==> src/rtl/hazard_forward_unit_pkg.sv <==
`default_nettype none
// ============================================================================
//  Module      : hazard_forward_unit_pkg
//  Description : Shared forwarding-select encoding, mult/div scoreboard state
//                encoding and producer-slot indices for the hazard unit and
//                the datapath bypass muxes.
//  Revision    : 1.0  initial release
// ============================================================================
package hazard_forward_unit_pkg;

    // Operand source selects driven to the bypass muxes
    localparam logic [1:0] FWD_RF = 2'd0;   // register file
    localparam logic [1:0] FWD_XM = 2'd1;   // X/M latch result
    localparam logic [1:0] FWD_MW = 2'd2;   // M/W latch result
    localparam logic [1:0] FWD_MD = 2'd3;   // mult/div unit result

    // Mult/div scoreboard states
    typedef enum logic [1:0] {
        SB_IDLE = 2'd0,
        SB_BUSY = 2'd1,
        SB_PEND = 2'd2
    } sb_state_t;

    // Producer slot order in the match vectors. DX is the top slot so the
    // execute-stage operands can use the lower slice only.
    localparam int P_XM  = 0;
    localparam int P_MW  = 1;
    localparam int P_MD  = 2;
    localparam int P_DX  = 3;
    localparam int NP_X  = 3;
    localparam int NP_FD = 4;

    // Nearest-stage-wins select. A load in XM has no data yet, so it falls
    // through to older producers.
    function automatic logic [1:0] fwd_pick(
        input logic xm_hit,
        input logic xm_is_load,
        input logic mw_hit,
        input logic md_hit
    );
        if (xm_hit && !xm_is_load) return FWD_XM;
        else if (mw_hit)           return FWD_MW;
        else if (md_hit)           return FWD_MD;
        else                       return FWD_RF;
    endfunction

endpackage
`default_nettype wire

==> src/rtl/hazard_forward_unit_src_match.sv <==
`default_nettype none
// ============================================================================
//  Module      : hazard_src_match
//  Description : Compares one source register index against a list of
//                producer destinations. Register 0 never matches.
//  Ports       : i_src      source register index
//                i_prod_rd  producer destination indices (slot order per pkg)
//                i_prod_we  producer write enables
//                o_hit      per-producer match flags
//  Revision    : 1.0  initial release
// ============================================================================
module hazard_src_match
    import hazard_forward_unit_pkg::*;
#(
    parameter int RW = 5,
    parameter int NP = NP_FD
) (
    input  logic [RW-1:0]          i_src,
    input  logic [NP-1:0][RW-1:0]  i_prod_rd,
    input  logic [NP-1:0]          i_prod_we,
    output logic [NP-1:0]          o_hit
);

    logic w_src_nz;
    assign w_src_nz = |i_src;

    genvar p;
    generate
        for (p = 0; p < NP; p++) begin : g_prod
            assign o_hit[p] = w_src_nz && i_prod_we[p] && (i_prod_rd[p] == i_src);
        end
    endgenerate

endmodule
`default_nettype wire

==> src/rtl/hazard_forward_unit.sv <==
`default_nettype none
// ============================================================================
//  Module      : hazard_forward_unit
//  Description : Forwarding selects, load-use / branch hazard detection,
//                single-entry mult/div scoreboard with writeback-port
//                arbitration, and a saturating stall-cycle counter.
//  Ports       : clock/reset        pipeline clock, async active-low reset
//                fd_* / dx_* / xm_* / mw_*  decoded stage register fields
//                md_done            mult/div result-valid pulse
//                fwd_fd_*, fwd_x_*  operand selects (FWD_* encoding)
//                fwd_mem            store data from M/W
//                stall_fd, bubble_dx, stall_all   pipeline control
//                md_wb_grant, md_busy             scoreboard status
//                stall_count        saturating stall_fd cycle count
//  Revision    : 1.0  initial release
// ============================================================================
module hazard_forward_unit
    import hazard_forward_unit_pkg::*;
#(
    parameter int RW     = 5,
    parameter int PERF_W = 16
) (
    input  logic              clock,
    input  logic              reset,
    input  logic [RW-1:0]     fd_rs,
    input  logic [RW-1:0]     fd_rt,
    input  logic              fd_rs_used,
    input  logic              fd_rt_used,
    input  logic              fd_is_branch,
    input  logic [RW-1:0]     dx_rs,
    input  logic [RW-1:0]     dx_rt,
    input  logic [RW-1:0]     dx_rd,
    input  logic              dx_we,
    input  logic              dx_is_load,
    input  logic              dx_is_md,
    input  logic [RW-1:0]     xm_rd,
    input  logic              xm_we,
    input  logic              xm_is_load,
    input  logic              xm_is_store,
    input  logic [RW-1:0]     xm_rt,
    input  logic [RW-1:0]     mw_rd,
    input  logic              mw_we,
    input  logic              md_done,
    output logic [1:0]        fwd_fd_a,
    output logic [1:0]        fwd_fd_b,
    output logic [1:0]        fwd_x_a,
    output logic [1:0]        fwd_x_b,
    output logic              fwd_mem,
    output logic              stall_fd,
    output logic              bubble_dx,
    output logic              stall_all,
    output logic              md_wb_grant,
    output logic              md_busy,
    output logic [PERF_W-1:0] stall_count
);

    sb_state_t                r_state;
    sb_state_t                w_state_nxt;
    logic                     w_capture;
    logic [RW-1:0]            r_md_rd;
    logic [PERF_W-1:0]        r_stall_count;

    logic [NP_FD-1:0][RW-1:0] w_prod_rd;
    logic [NP_FD-1:0]         w_prod_we;
    logic [NP_FD-1:0]         w_hit_fd_rs;
    logic [NP_FD-1:0]         w_hit_fd_rt;
    logic [NP_X-1:0]          w_hit_dx_rs;
    logic [NP_X-1:0]          w_hit_dx_rt;

    logic w_in_busy, w_in_pend, w_grant, w_stall_all;
    logic w_fd_dx_hit, w_fd_xm_hit, w_fd_md_hit;
    logic w_load_use, w_branch_haz, w_md_haz, w_hazard, w_stall_fd;

    // ---------------------------------------------------------------- matches
    // The md slot is enabled whenever an op is outstanding; forwarding and
    // hazard paths apply their own grant/BUSY qualification on top.
    assign w_prod_rd[P_XM] = xm_rd;
    assign w_prod_rd[P_MW] = mw_rd;
    assign w_prod_rd[P_MD] = r_md_rd;
    assign w_prod_rd[P_DX] = dx_rd;
    assign w_prod_we[P_XM] = xm_we;
    assign w_prod_we[P_MW] = mw_we;
    assign w_prod_we[P_MD] = (r_state != SB_IDLE);
    assign w_prod_we[P_DX] = dx_we;

    hazard_src_match #(.RW(RW), .NP(NP_FD)) u_fd_rs (
        .i_src(fd_rs), .i_prod_rd(w_prod_rd), .i_prod_we(w_prod_we), .o_hit(w_hit_fd_rs));
    hazard_src_match #(.RW(RW), .NP(NP_FD)) u_fd_rt (
        .i_src(fd_rt), .i_prod_rd(w_prod_rd), .i_prod_we(w_prod_we), .o_hit(w_hit_fd_rt));
    hazard_src_match #(.RW(RW), .NP(NP_X)) u_dx_rs (
        .i_src(dx_rs), .i_prod_rd(w_prod_rd[NP_X-1:0]), .i_prod_we(w_prod_we[NP_X-1:0]),
        .o_hit(w_hit_dx_rs));
    hazard_src_match #(.RW(RW), .NP(NP_X)) u_dx_rt (
        .i_src(dx_rt), .i_prod_rd(w_prod_rd[NP_X-1:0]), .i_prod_we(w_prod_we[NP_X-1:0]),
        .o_hit(w_hit_dx_rt));

    // ---------------------------------------------------------------- hazards
    assign w_in_busy   = (r_state == SB_BUSY);
    assign w_in_pend   = (r_state == SB_PEND);
    // Direct grant only when M/W leaves the write port free; otherwise the
    // result is parked in PEND and the whole pipe freezes for one cycle.
    assign w_grant     = (w_in_busy && md_done && !mw_we) || w_in_pend;
    assign w_stall_all = w_in_pend;

    assign w_fd_dx_hit = (fd_rs_used && w_hit_fd_rs[P_DX]) || (fd_rt_used && w_hit_fd_rt[P_DX]);
    assign w_fd_xm_hit = (fd_rs_used && w_hit_fd_rs[P_XM]) || (fd_rt_used && w_hit_fd_rt[P_XM]);
    assign w_fd_md_hit = (fd_rs_used && w_hit_fd_rs[P_MD]) || (fd_rt_used && w_hit_fd_rt[P_MD]);

    assign w_load_use   = dx_is_load && w_fd_dx_hit;
    assign w_branch_haz = fd_is_branch && (w_fd_dx_hit || (xm_is_load && w_fd_xm_hit));
    assign w_md_haz     = w_in_busy && (w_fd_md_hit || dx_is_md);
    assign w_hazard     = w_load_use || w_branch_haz || w_md_haz;
    assign w_stall_fd   = w_stall_all || w_hazard;

    // ---------------------------------------------------------------- outputs
    assign fwd_x_a  = reset ? fwd_pick(w_hit_dx_rs[P_XM], xm_is_load, w_hit_dx_rs[P_MW],
                                       w_hit_dx_rs[P_MD] && w_grant) : FWD_RF;
    assign fwd_x_b  = reset ? fwd_pick(w_hit_dx_rt[P_XM], xm_is_load, w_hit_dx_rt[P_MW],
                                       w_hit_dx_rt[P_MD] && w_grant) : FWD_RF;
    assign fwd_fd_a = (reset && fd_is_branch) ?
                      fwd_pick(w_hit_fd_rs[P_XM], xm_is_load, w_hit_fd_rs[P_MW],
                               w_hit_fd_rs[P_MD] && w_grant) : FWD_RF;
    assign fwd_fd_b = (reset && fd_is_branch) ?
                      fwd_pick(w_hit_fd_rt[P_XM], xm_is_load, w_hit_fd_rt[P_MW],
                               w_hit_fd_rt[P_MD] && w_grant) : FWD_RF;
    assign fwd_mem     = reset && xm_is_store && mw_we && (xm_rt == mw_rd) && (|mw_rd);
    assign stall_fd    = reset && w_stall_fd;
    assign bubble_dx   = reset && w_hazard && !w_stall_all;
    assign stall_all   = reset && w_stall_all;
    assign md_wb_grant = reset && w_grant;
    assign md_busy     = reset && (r_state != SB_IDLE);
    assign stall_count = r_stall_count;

    // ------------------------------------------------------------- scoreboard
    always_comb begin
        w_state_nxt = r_state;
        w_capture   = 1'b0;
        case (r_state)
            SB_IDLE: begin
                // md_done here is a stale pulse and is ignored
                if (dx_is_md && dx_we && (|dx_rd) && !w_stall_all) begin
                    w_state_nxt = SB_BUSY;
                    w_capture   = 1'b1;
                end
            end
            SB_BUSY: begin
                if (md_done) w_state_nxt = mw_we ? SB_PEND : SB_IDLE;
            end
            SB_PEND: w_state_nxt = SB_IDLE;
            default: w_state_nxt = SB_IDLE;
        endcase
    end

    always_ff @(posedge clock or negedge reset) begin
        if (!reset) begin
            r_state <= SB_IDLE;
            r_md_rd <= '0;
        end else begin
            r_state <= w_state_nxt;
            if (w_capture) r_md_rd <= dx_rd;
        end
    end

    // Frozen cycles are not counted; counter sticks at all-ones.
    always_ff @(posedge clock or negedge reset) begin
        if (!reset) begin
            r_stall_count <= '0;
        end else if (w_stall_fd && !w_stall_all && (r_stall_count != '1)) begin
            r_stall_count <= r_stall_count + PERF_W'(1);
        end
    end

endmodule
`default_nettype wire

==> config.mk <==
export PLATFORM = sky130hd
export DESIGN_NAME = hazard_forward_unit
export DESIGN_NICKNAME = d
export VERILOG_FILES = /design/src/rtl/hazard_forward_unit_pkg.sv /design/src/rtl/hazard_forward_unit_src_match.sv /design/src/rtl/hazard_forward_unit.sv
export SDC_FILE = /design/constraint.sdc
export NUM_CORES = 1
export LEC_CHECK = 0
export CAP_MARGIN = 20
export CORE_ASPECT_RATIO = 0.75
export CORE_UTILIZATION = 50
export CTS_CLUSTER_DIAMETER = 30
export DETAILED_ROUTE_END_ITERATION = 10
export PLACE_DENSITY = 0.87
export SETUP_SLACK_MARGIN = 0.4
export SYNTH_ARGS = -nofsm -noshare
export SYNTH_HDL_FRONTEND = slang
export SYNTH_SLANG_ARGS = --single-unit
==> constraint.sdc <==
create_clock -name clock -period 4.71 [get_ports clock]
set_input_delay 0.471 -clock clock [delete_from_list [all_inputs] [get_ports clock]]
set_output_delay 0.471 -clock clock [all_outputs]
set_load 0.03 [all_outputs]
==> results of run 1 <==
[Yosys cell counts, drive strengths merged, types with 2 or more instances]
| cell | number |
|---|---|
| buf | 11 |
| o21ai | 4 |
| and2 | 2 |
| a2111oi | 4 |
| clkbuf | 13 |
| inv | 5 |
| o21a | 2 |
| nor3b | 2 |
| or4 | 5 |
| xnor2 | 54 |
| nand3 | 16 |
| nand4 | 11 |
| nor2 | 13 |
| dfrtp | 23 |
| nand2 | 10 |
| a31oi | 2 |
| xor2 | 34 |
| nor3 | 7 |
| nor4 | 13 |
| a21oi | 4 |
| nand2b | 2 |
| mux2 | 7 |
| nor2b | 8 |
| a21boi | 2 |
| a211oi | 10 |
| and3 | 6 |
[layout make-up]
cell class,count,area [µm²],area share (%)
Clock buffer,4,45.0,1.38
Inverter,5,18.8,0.577
Multi-Input combinational cell,227,1700,52.2
Sequential cell,23,576,17.7
Tap cell,57,71.3,2.19
Timing Repair Buffer,85,843,25.9
[power groups by stage]
stage	Clock, mW	Sequential [mW]	Combinational, mW
final	0.125	0.291	0.368
after global routing	0.134	0.296	0.391
after CTS	0.124	0.289	0.365
after detailed placement	0	0.293	0.363
after global placement	0	0.292	0.353
after floorplan	0	0.309	0.203
[per-layer routing]
| layer | global-route usage [%] | vias to the layer above |
|---|---|---|
| li1 | - | 1112 |
| met1 | 42.4 | 1092 |
| met2 | 43.9 | 107 |
| met3 | 6.13 | 9 |
| met4 | 4.76 | 0 |
| met5 | 0 | - |
[stage by stage]
stage,util (%),setup WS (ps),instance area (µm²)
floorplan,-,1870,2410
global placement,70.6,951,3210
detailed placement,70.6,835,3210
CTS,71.6,831,3250
global route,71.6,692,3250
finish,71.6,785,3250
[state kept, by name (all words and copies together), names as in the netlist]
signal / cells
stall_count: 16
r_state: 2
r_md_rd: 5
[final timing paths]
check	cells past startpoint	to	slack (ps)
setup / recovery	8	bubble_dx	780
hold / removal	1	stall_count[5]	490
setup reg to reg	8	stall_count[14]	1930
hold reg to reg	1	stall_count[5]	490
max in group asynchronous	3	stall_count[7]	3410
min in group asynchronous	1	stall_count[6]	530
[cell usage in the layout (no fill, tap or decap), drive strengths merged]
cell type      count
o31ai              1
nand2             10
ha                 1
and3               6
a31oi              2
clkbuf             4
a41o               1
and2               2
o21ai              4
xnor2             54
nor3b              2
o21bai             1
nand2b             2
o21a               2
a21boi             2
a21oi              4
nand3             16
o2111ai            1
nor2              13
dfrtp             23
or3                1
or4                5
a311oi             1
buf                3
nor2b              8
nand4b             1
clkdlybuf4s50     82
inv                5
a211oi            10
nor3               7
mux2               7
xor2              34
nor4              13
nand4             11
or2                1
a2111oi            4
[cell families (layout without fill, tap and decap cells)]
logic type	after synthesis	count (layout)	share of synthesized area, %
buffers and inverters	29	94	5.51
AO/OA/AOI/OAI	33	33	11.4
flip-flops	23	23	23.9
multiplexers	7	7	3.59
XOR/XNOR	88	88	32.0
AND/OR/NAND/NOR	98	98	23.1
adder cells (fa/ha/maj)	1	1	0.520
==> results.cfg, run 1 <==
[sta]
drv_slew = 0
relSlewSlack_pct = 35.9
holdWs_ps = 494
finalSetupTns_ps = 0
grt_setup_unrepaired = no
fin_skew_ps = 8.61
hold_violations = 0
fin_crit_ps = 3930
tightest_slew_ps = 958
min_period_over_period_pct = 83.3
max_freq_ghz = 0.255
setup-violations-final = 0

[power_and_ir_drop]
p_per_area_mw_per_mm2 = 241
switchingPower_mw = 0.306
p_leak_nw = 1.20
p_seq_share_pct = 37.1
combPwrFrac_pct = 46.9
ir_drop_mv = 0.205
power.share.clock_pct = 16.0
power_mw = 0.784
swShare_pct = 39.0
p_int_mw = 0.478

[place]
numPortBuffers = 82
place_congestion = 0.972
post-dp-hpwl_um = 5670
dpl.cell_count = 397

[hold_path]
hold_start = stall_count[5]
hold_path_class = flop to flop

[clock_network]
cts_inserted_buffers = 3
htreeDepth = 1
post_cts_buffers = 0
hold_buffers = 0
clock_sinks = 23
clock-root-buffer = clkbuf_8
cts_resized = 0
clk_latency_ps = 270
clockBufferDepth = 2
path_clk_slew_ps = 90
cts_tree = done

[detailed_routing]
drt_first_iter_violations = 202
antenna_left = 0
wl_um = 6930
drtPass1Iterations = 4
drt-vias-per-instance = 5.79
wl_met3_um = 606
met1_length_um = 3220
top_layer = met4
remaining_drc_errors = 0
via_count = 2320
post_drt_wl_per_cell_um = 17.3
met2_length_um = 3030

[yosys]
syn_inst = 279
synthArstFlopShare_pct = 100
ys_warn_count = 0
synth_flop_cell = dfrtp_1
yosysUniqueCellTypes = 44
synth_fp_nets = 333
avgSynthCellArea_um2 = 8.63
yosysTopAreaCell = dfrtp_1
synth-edff-count = 0
syn-cell-area_mm2 = 0.00241
ys_ff_latch = 23
synth.area.top_cells = dfrtp_1 24%, xnor2_1 20%, xor2_1 12%
ys_seq_area_share_pct = 23.9
synth_top_cell_area_share_pct = 23.9

[setup_path]
critical-path-max-stage-delay_ps = 620
worstSetupPathType = primary input to primary output
worstPathMaxFanout = 16
reg2reg_from = r_md_rd[2]
endpoint_kind = primary output
cp_num_buf_inv = 2
cp_common_cell = clkdlybuf4s50_1
crit_path_start_kind = primary input
worstPathRequired_ps = 4240
cp_top_family = buffers and inverters
worstPathArrival_ps = 3450
cpMaxStageDelayCell = clkdlybuf4s50_1
startpoint = fd_rt[0]
cp_cell_sequence = clkdlybuf4s50_1 -> or4_4 -> o21ai_0 -> nor4_1 -> a41o_1 -> o21bai_4 -> a21boi_0 -> clkdlybuf4s50_1

[layout]
final_cells = 401
fillers = 343
diodes = 0
areaGrowthSynthToFinish_pct = 35.1
nNetsFinal = 399
drive_gt1_share_pct = 6.40

[die]
die_w_um = 82.1
start_util_pct = 53.0
die_y_um = 62.1
io_pins = 83
dieArea_mm2 = 0.00510
coreArea_mm2 = 0.00455
num_rows = 21

[status]
outcome = finished, final reports clean

[global_routing]
grt_util_all_layers_pct = 28.8
first_global_vias = 2051
grt_pass1_wl_um = 10800
grt_max_degree = 18
antenna_found_initial = 0
grt_overflow_total = 0

[job]
cap_violations = 0
No activity file was read; power rests on OpenSTA's default activity.
==> run 2: changes to the inputs <==
--- a/config.mk
+++ b/config.mk
@@ -7,10 +7,10 @@
 export LEC_CHECK = 0
 export CAP_MARGIN = 20
 export CORE_ASPECT_RATIO = 0.75
-export CORE_UTILIZATION = 50
+export CORE_UTILIZATION = 42
 export CTS_CLUSTER_DIAMETER = 30
 export DETAILED_ROUTE_END_ITERATION = 10
-export PLACE_DENSITY = 0.87
+export PLACE_DENSITY = 0.78
 export SETUP_SLACK_MARGIN = 0.4
 export SYNTH_ARGS = -nofsm -noshare
 export SYNTH_HDL_FRONTEND = slang
==> constraint.sdc (replaced) <==
create_clock -name clock -period 3.25 [get_ports clock]
set_input_delay 0.325 -clock clock [delete_from_list [all_inputs] [get_ports clock]]
set_output_delay 0.325 -clock clock [all_outputs]
set_load 0.03 [all_outputs]
==> run 2 against run 1 <==
Total power rose by 48%. Routed wire length is 6.6% higher. Die area increased by 18%. Critical endpoint is now fwd_x_a[0]. Highest routed layer unchanged.
==> results.cfg, run 2 (synthesized netlist as in run 1, its figures left out) <==
[status]
outcome = finished, final reports clean

[detailed_routing]
drtPass1Iterations = 4
drt-vias-per-instance = 5.41
antenna_left = 0
via_count = 2374
drt_first_iter_violations = 183
post_drt_wl_per_cell_um = 16.8
remaining_drc_errors = 0
wl_um = 7390

[place]
post-dp-hpwl_um = 6090
numPortBuffers = 82
place_congestion = 0.998
pre_cts_ws_ps = -11.7
dpl.cell_count = 435

[sta]
max_freq_ghz = 0.359
hold_violations = 0
relSlewSlack_pct = 56.4
drv_slew = 0
layout_setup_ws_ps = 463
fin_crit_ps = 2790
tightest_slew_ps = 653
min_period_over_period_pct = 85.7
setup-violations-final = 0
grt_setup_unrepaired = yes
fin_skew_ps = 3.92

[setup_path]
rr_worst_depth = 8
critical-path-max-stage-delay_ps = 570
worstSetupPathType = primary input to primary output
reg2reg_from = r_md_rd[0]
cpMaxStageDelayCell = or4_1
worstPathArrival_ps = 2460
cp_top_family = simple AND/OR/NAND/NOR gates
r2r_end = stall_count[8]
startpoint = dx_rs[0]
cp_cell_sequence = clkdlybuf4s50_1 -> or4_1 -> nor2_1 -> nor4_1 -> nor2b_1 -> o21a_1 -> dlygate4sd2_1
endpoint_kind = primary output
worstPathMaxFanout = 4
reg2reg_slack_ps = 770
crit_path_start_kind = primary input
worstPathRequired_ps = 2920
cp_num_buf_inv = 2

[die]
die_y_um = 67.6
dieArea_mm2 = 0.00604
io_pins = 83
die_w_um = 89.4
start_util_pct = 44.3
num_rows = 23
coreArea_mm2 = 0.00544

[clock_network]
path_clk_slew_ps = 80
cts_inserted_buffers = 3
htreeDepth = 1
post_cts_buffers = 0
cts_tree = done
clock-root-buffer = clkbuf_8
hold_buffers = 0
clock_sinks = 23
clockBufferDepth = 2
clk_latency_ps = 270

[layout]
mostFrequentLayoutCell = clkdlybuf4s50_1
largest_reg_flops = 16
mostFrequentLayoutCells = 68 x clkdlybuf4s50_1, 54 x xnor2_1, 34 x xor2_1, 23 x dfrtp_1, 22 x buf_4
drive_gt1_share_pct = 13.7
diodes = 0
areaGrowthSynthToFinish_pct = 43.1
nNetsFinal = 419
final_cells = 439

[hold_path]
hold_path_class = primary input to async pin

[power_and_ir_drop]
combPwrFrac_pct = 47.6
power.share.clock_pct = 15.5
p_leak_nw = 1.36
p_per_area_mw_per_mm2 = 336
p_int_mw = 0.708
switchingPower_mw = 0.450
p_seq_share_pct = 36.9
power_mw = 1.16
swShare_pct = 38.9
ir_drop_mv = 0.195

[global_routing]
grt_max_degree = 36
antenna_found_initial = 0
first_global_vias = 2227
grt_overflow_total = 0
grt_util_all_layers_pct = 25.2
grt_pass1_wl_um = 11400

[job]
cap_violations = 0
==> run 2: changes by cell type in the layout (fill, tap and decap cells not counted), sizes merged <==
| cell | previous run | this run |
|---|---|---|
| clkbuf | 4 | 6 |
| buf | 3 | 25 |
| dlymetal6s2s | 0 | 3 |
| dlygate4sd2 | 0 | 7 |
| clkdlybuf4s50 | 82 | 68 |
==> run 2: metrics by stage <==
stage	setup TNS, ps	util, %	hold WS (ps)	area [µm²]
floorplan	0	-	29.4	2410
global placement	0	62.3	480	3390
detailed placement	-11.7	62.3	506	3390
CTS	0	63.0	431	3430
global route	0	63.3	434	3440
finish	0	63.3	418	3440
==> run 2: power by group through the flow <==
| stage | Sequential (mW) | Clock [mW] | Combinational [mW] |
|---|---|---|---|
| finish | 0.427 | 0.179 | 0.551 |
| global route | 0.435 | 0.192 | 0.591 |
| CTS | 0.426 | 0.182 | 0.549 |
| detailed placement | 0.432 | 0 | 0.547 |
| global placement | 0.429 | 0 | 0.536 |
| floorplan | 0.448 | 0 | 0.294 |
==> run 2: timing repair <==
action / 4_1_cts / 5_1_grt
resized for setup: 17 / 14
endpoints found under the setup margin: 10 / 11
pin swaps: 0 / 3
==> run 2: worst register-to-register path: cells and delay by family, from the launching register on <==
kind,cells,cell delay [ps]
simple gates,3,760
compound gates,2,560
flops,1,490
xor+xnor,2,400
buf+inv,1,200
==> run 2: worst max-delay path by stage <==
stage                 end  slack (ps)  cells after the start
2_1_floorplan   bubble_dx         670                      8
6_report       fwd_x_a[0]         460                      7
3_5_place_dp    bubble_dx         -10                      9
4_1_cts         bubble_dx         270                      8
3_3_place_gp    bubble_dx          60                      9
5_1_grt         bubble_dx         310                      9
==> run 2: per-layer routing <==
layer	GRT usage [%]	vias up	share of wire (%)
li1	-	1149	-
met1	36.8	1126	47
met2	39.3	90	44
met3	5.01	9	8.6
met4	2.78	0	0.72
met5	0	-	0
==> run 2: area by class of cell <==
type | instances | area [µm²]
inverters | 5 | 18.8
fillers | 469 | 1990
multi-input cells | 227 | 1720
flip-flops and latches | 23 | 576
clock buffers | 4 | 45.0
well taps | 75 | 93.8
repair buffers | 105 | 991
